--- config.mk ---
export PLATFORM = sky130hd
export DESIGN_NAME = instr_decode_stage
export DESIGN_NICKNAME = d
export VERILOG_FILES = /design/src/rtl/instr_decode_stage.sv
export SDC_FILE = /design/constraint.sdc
export NUM_CORES = 1
export LEC_CHECK = 0
export BUFFER_PORTS_ARGS = -buffer_cell sky130_fd_sc_hd__buf_2
export CORE_AREA = 10 10 93 95
export DETAILED_ROUTE_END_ITERATION = 7
export DIE_AREA = 0 0 103 105
export PLACE_DENSITY = 0.77
export SYNTH_ARGS = -nofsm -noshare
export SYNTH_HDL_FRONTEND = slang
export SYNTH_SLANG_ARGS = --single-unit
--- constraint.sdc ---
create_clock -name clk -period 1.77 [get_ports clk]
set_input_delay 0 -clock clk [delete_from_list [all_inputs] [get_ports clk]]
set_output_delay 0 -clock clk [all_outputs]
set_load 0.05 [all_outputs]
--- src/rtl/instr_decode_stage.sv ---
// Single-entry decode pipeline register: classifies the instruction by opcode and registers the results for execute.
// 1-cycle latency, valid/ready handshake; flush and reset empty the stage.
module instr_decode_stage #(
  parameter logic [31:0] NOP_INSTR = 32'h0000_0013
) (
  input  logic        clk,
  input  logic        rst,
  input  logic        in_valid,
  output logic        in_ready,
  input  logic [31:0] in_instr,
  input  logic [31:0] in_pc,
  input  logic        flush,
  output logic        out_valid,
  input  logic        out_ready,
  output logic [31:0] out_instr,
  output logic [31:0] out_pc,
  output logic [2:0]  out_imm_type,
  output logic [4:0]  out_rs1,
  output logic [4:0]  out_rs2,
  output logic [4:0]  out_rd,
  output logic        out_rs1_en,
  output logic        out_rs2_en,
  output logic        out_rd_we,
  output logic        out_illegal
);

  logic        valid_q, valid_d;
  logic [31:0] instr_q, instr_d;
  logic [31:0] pc_q, pc_d;
  logic [2:0]  imm_type_q, imm_type_d;
  logic        rs1_en_q, rs1_en_d;
  logic        rs2_en_q, rs2_en_d;
  logic        rd_we_q, rd_we_d;
  logic        illegal_q, illegal_d;

  logic [2:0]  dec_imm_type;
  logic        dec_rs1_en;
  logic        dec_rs2_en;
  logic        dec_rd_we;
  logic        dec_illegal;
  logic [2:0]  funct3;
  logic        load;

  assign funct3   = in_instr[14:12];
  assign in_ready = !valid_q || out_ready;
  assign load     = in_valid && in_ready && !flush;

  always_comb begin
    dec_imm_type = 3'b000;
    dec_rs1_en   = 1'b0;
    dec_rs2_en   = 1'b0;
    dec_rd_we    = 1'b0;
    dec_illegal  = 1'b0;
    if (in_instr[1:0] != 2'b11) begin
      dec_illegal = 1'b1;
    end else begin
      case (in_instr[6:0])
        7'b0010011, 7'b0000011, 7'b1100111: begin
          dec_imm_type = 3'b001; dec_rs1_en = 1'b1; dec_rd_we = 1'b1;
        end
        7'b0100011: begin
          dec_imm_type = 3'b010; dec_rs1_en = 1'b1; dec_rs2_en = 1'b1;
        end
        7'b1100011: begin
          dec_imm_type = 3'b011; dec_rs1_en = 1'b1; dec_rs2_en = 1'b1;
        end
        7'b0110111, 7'b0010111: begin
          dec_imm_type = 3'b100; dec_rd_we = 1'b1;
        end
        7'b1101111: begin
          dec_imm_type = 3'b101; dec_rd_we = 1'b1;
        end
        7'b0110011: begin
          dec_rs1_en = 1'b1; dec_rs2_en = 1'b1; dec_rd_we = 1'b1;
        end
        7'b1110011: begin
          // funct3=100 is the one reserved SYSTEM encoding; 000 is ecall/ebreak
          if (funct3 == 3'b100) begin
            dec_illegal = 1'b1;
          end else if (funct3[2]) begin
            dec_imm_type = 3'b110; dec_rd_we = 1'b1;
          end else if (funct3 != 3'b000) begin
            dec_imm_type = 3'b001; dec_rs1_en = 1'b1; dec_rd_we = 1'b1;
          end
        end
        7'b0001111: ;
        default: dec_illegal = 1'b1;
      endcase
    end
    if (in_instr[11:7] == 5'd0) dec_rd_we = 1'b0;
  end

  always_comb begin
    valid_d    = valid_q;
    instr_d    = instr_q;
    pc_d       = pc_q;
    imm_type_d = imm_type_q;
    rs1_en_d   = rs1_en_q;
    rs2_en_d   = rs2_en_q;
    rd_we_d    = rd_we_q;
    illegal_d  = illegal_q;
    if (flush || (!load && valid_q && out_ready)) begin
      // Emptying the stage restores the NOP view; the PC is left as-is.
      valid_d    = 1'b0;
      instr_d    = NOP_INSTR;
      imm_type_d = 3'b000;
      rs1_en_d   = 1'b0;
      rs2_en_d   = 1'b0;
      rd_we_d    = 1'b0;
      illegal_d  = 1'b0;
    end else if (load) begin
      valid_d    = 1'b1;
      instr_d    = in_instr;
      pc_d       = in_pc;
      imm_type_d = dec_imm_type;
      rs1_en_d   = dec_rs1_en;
      rs2_en_d   = dec_rs2_en;
      rd_we_d    = dec_rd_we;
      illegal_d  = dec_illegal;
    end
  end

  always_ff @(posedge clk) begin
    if (rst) begin
      valid_q    <= 1'b0;
      instr_q    <= NOP_INSTR;
      pc_q       <= 32'h0;
      imm_type_q <= 3'b000;
      rs1_en_q   <= 1'b0;
      rs2_en_q   <= 1'b0;
      rd_we_q    <= 1'b0;
      illegal_q  <= 1'b0;
    end else begin
      valid_q    <= valid_d;
      instr_q    <= instr_d;
      pc_q       <= pc_d;
      imm_type_q <= imm_type_d;
      rs1_en_q   <= rs1_en_d;
      rs2_en_q   <= rs2_en_d;
      rd_we_q    <= rd_we_d;
      illegal_q  <= illegal_d;
    end
  end

  assign out_valid    = valid_q;
  assign out_instr    = instr_q;
  assign out_pc       = pc_q;
  assign out_imm_type = imm_type_q;
  assign out_rs1      = instr_q[19:15];
  assign out_rs2      = instr_q[24:20];
  assign out_rd       = instr_q[11:7];
  assign out_rs1_en   = rs1_en_q;
  assign out_rs2_en   = rs2_en_q;
  assign out_rd_we    = rd_we_q;
  assign out_illegal  = illegal_q;

endmodule

==> metrics.md <==
| Metric | Value |
|---|---|
| DRC viols | 0 |
| Antenna viol nets, final | 0 |
| Worst EP required | 1.98 ns |
| IO Port Bufs | 156 |
| Final net count | 637 |
| Yosys warnings | 0 |
| Filler cell count | 547 |
| # clock sinks | 72 |
| Initial Utilization | 0.428 |
| Area growth, synth to finish | 54.7% |
| Overflow after GRT | 0 |
| CP cell instances | dlygate4sd3_1, buf_2, or3b_1, a21oi_1, a21oi_1, a2111oi_1, nor2_1 |
| Max-cap violations | 0 |
| Worst slew pin tran | 0.437 ns |
| Most frequent CP cell | a21oi_1 |
| Die span in x | 103 um |
| TritonRoute pass-1 iters | 4 |
| Worst Setup Start Kind | input port |
| Syn Std Cell Area | 2890 um^2 |
| Clk buf depth | 2 |
| Antenna violations before repair | 0 |
| Tcrit/Tclk final | 0.925 |
| H-tree levels | 3 |
| Worst EP arrival | 1.84 ns |
| Yosys reg bits | 72 |
| Utilization after layout | 0.662 |
| Total track usage | 0.184 |
| Die H | 105 um |
| Clk_lat worst skew | 0.33 ns |
| HP Class | input port to flop |
| Slew Viols, Final | 0 |
| Final Hold Fails | 0 |
| Rows | 30 |
| Endpoint class of the critical path | flop |
| Leakage | 0.00208 uW |
| Peak supply drop | 571 uV |
| Sequential area share after synthesis | 0.498 |
| Fraction of layout cells with a size suffix above 1 | 0.326 |
| RSZ-0062 raised after global routing | no |
| Crit path buf inv count | 2 |
| Setup TNS | 0 ns |
| Critical path's top delay family | buffers and inverters |
| Crit path largest cell delay | 0.53 ns |
| Top-Level Pins | 157 |
| Worst setup path category | input port to flop |
| Dpl hpwl | 6940 um |
| Core footprint | 6760 um^2 |
| Initial DRC Count | 85 |
| Clk slew on worst S/H paths | 0.07 ns |
| WL/cell | 15.4 um |
| Number of buffers created by CTS | 9 |
| Largest net degree at the start of global routing | 37 |
| Cells after synthesis | 370 |
| Syn_area_per_cell | 7.81 um^2 |
| Vias in the first global route | 3258 |
| Area leader, netlist | dfxtp_1 |
| Skew final | 0.00627 ns |
| Final setup vio count | 0 |
| Max Fclk | 611 MHz |
| Period minus WS final | 1.64 ns |
| Slowest stage cell, crit path | dlygate4sd3_1 |
| Diode count | 0 |
| First-pass GRT wire length | 16000 um |
| Max transition margin | 0.708 |
| Die area | 10800 um^2 |
| Yosys top cell area share | 0.498 |
| Pwr/cell area | 827 nW/um^2 |
| Drt total wl | 10100 um |
| Final Wtd Congestion | 0.768 |
| Status | complete, no violations |
| Syn Nets | 439 |
| CTS tree | built |
| DR vias/cell | 4.89 |
| Synth cell types | 37 |
| CTS root buf | clkbuf_8 |
| Routed via count | 3191 |
| Synth area leaders | dfxtp_1 50%, nand2_1 18%, a21oi_1 11%, buf_4 4.4%, clkbuf_1 2.1% |
| Max FO, Critical Path | 10 |
-- path summary, 6_finish.rpt --
path / startpoint / endpoint / slack, ns / cells after the start
hold / removal: in_instr[2] / out_instr[2] / 0.03 / 3
setup reg to reg: out_valid / out_pc[4] / 0.24 / 6
hold reg to reg: out_instr[27] / out_instr[27] / 0.45 / 2
setup / recovery: in_instr[5] / out_illegal / 0.13 / 7
-- what timing repair did --
| item | CTS | global route |
|---|---|---|
| gates resized for setup | 0 | 1 |
| setup endpoints to repair | 0 | 1 |
| buffers inserted | 0 | 0 |
| endpoints found under the hold margin | 63 | 0 |
| hold buffers | 64 | 0 |
-- layer usage --
layer / part of all wire / GRT usage
met5: 0 / 0
met4: 0.018 / 0.0746
met3: 0.12 / 0.0896
met2: 0.50 / 0.308
met1: 0.37 / 0.191
-- through the flow --
step / worst slack, ns / cells / power (uW) / instance area, um^2 / hold WS [ns]
6_report: 0.133 / 653 / 3700 / 4470 / 0.0299
3_3_place_gp: 0.269 / 573 / 2320 / 3630 / 0.239
2_1_floorplan: 0.0261 / 370 / 2140 / 2890 / 0.122
4_1_cts: 0.0261 / 653 / 3730 / 4470 / 0.00912
3_5_place_dp: 0.200 / 573 / 2320 / 3630 / 0.246
5_1_grt: 0.00404 / 653 / 3870 / 4470 / 0.0100
-- cell families (layout without fill, tap and decap cells) --
family | Yosys count | in the layout | synth area share
flops | 72 | 72 | 0.498
xor+xnor | 1 | 1 | 0.00303
buf+inv | 43 | 246 | 0.0831
compound gates | 85 | 85 | 0.171
simple gates | 169 | 169 | 0.244
-- cells in the final DEF (no fill, tap or decap), types with 2 or more instances in the layout --
cell,count
buf_2,156
nand2_1,139
dfxtp_1,71
a21oi_1,66
dlygate4sd3_1,64
nor2_1,12
clkbuf_8,11
nand3_1,5
buf_4,5
o21ai_0,4
nor2b_1,2
a32o_1,2
inv_1,2
a22o_1,2
o21a_1,2
clkinv_2,2
clkbuf_1,2
buf_12,2
-- tightest hold or removal path, cell delays in order --
cell	delay, ns
buf_2	0.17
nand2_1	0.07
a21oi_1	0.06
-- final cells by class --
class	instances	area, um^2	area share
clock buffers	13	159	0.0355
clock inverters	3	40.0	0.00895
inverters	3	11.3	0.00252
multi-input cells	255	1220	0.273
flip-flops and latches	72	1440	0.323
well taps	80	100	0.0224
repair buffers	227	1500	0.335
-- cells in the mapped netlist, drive strengths merged --
master	n
inv	3
a21oi	67
clkbuf	16
nor2b	2
or3	1
nand3b	1
nor2	12
o21a	2
dfxtp	72
and2	1
nor3b	1
a32o	2
a31oi	1
o221ai	1
nor4b	1
buf	24
nand2	139
nor4	1
nand4b	1
a41o	1
nand2b	2
a2111oi	2
o2bb2ai	1
o31ai	1
o21ai	5
a22o	2
or4	1
nand3	5
xnor2	1
or3b	1
-- state kept, by name, summed over array words and instances, names as in the netlist --
name          count
out_rs1_en        1
out_rs2_en        1
out_pc           32
out_illegal       1
out_rd_we         1
out_valid         1
out_imm_type      3
out_instr        32
-- where the power goes --
group | leakage, uW | internal (uW) | switching [uW]
clock | 0.000103 | 725 | 568
sequential | 0.000586 | 1670 | 26.8
combinational | 0.00139 | 259 | 446
total | 0.00208 | 2660 | 1040
(Power assumes the default switching activity.)
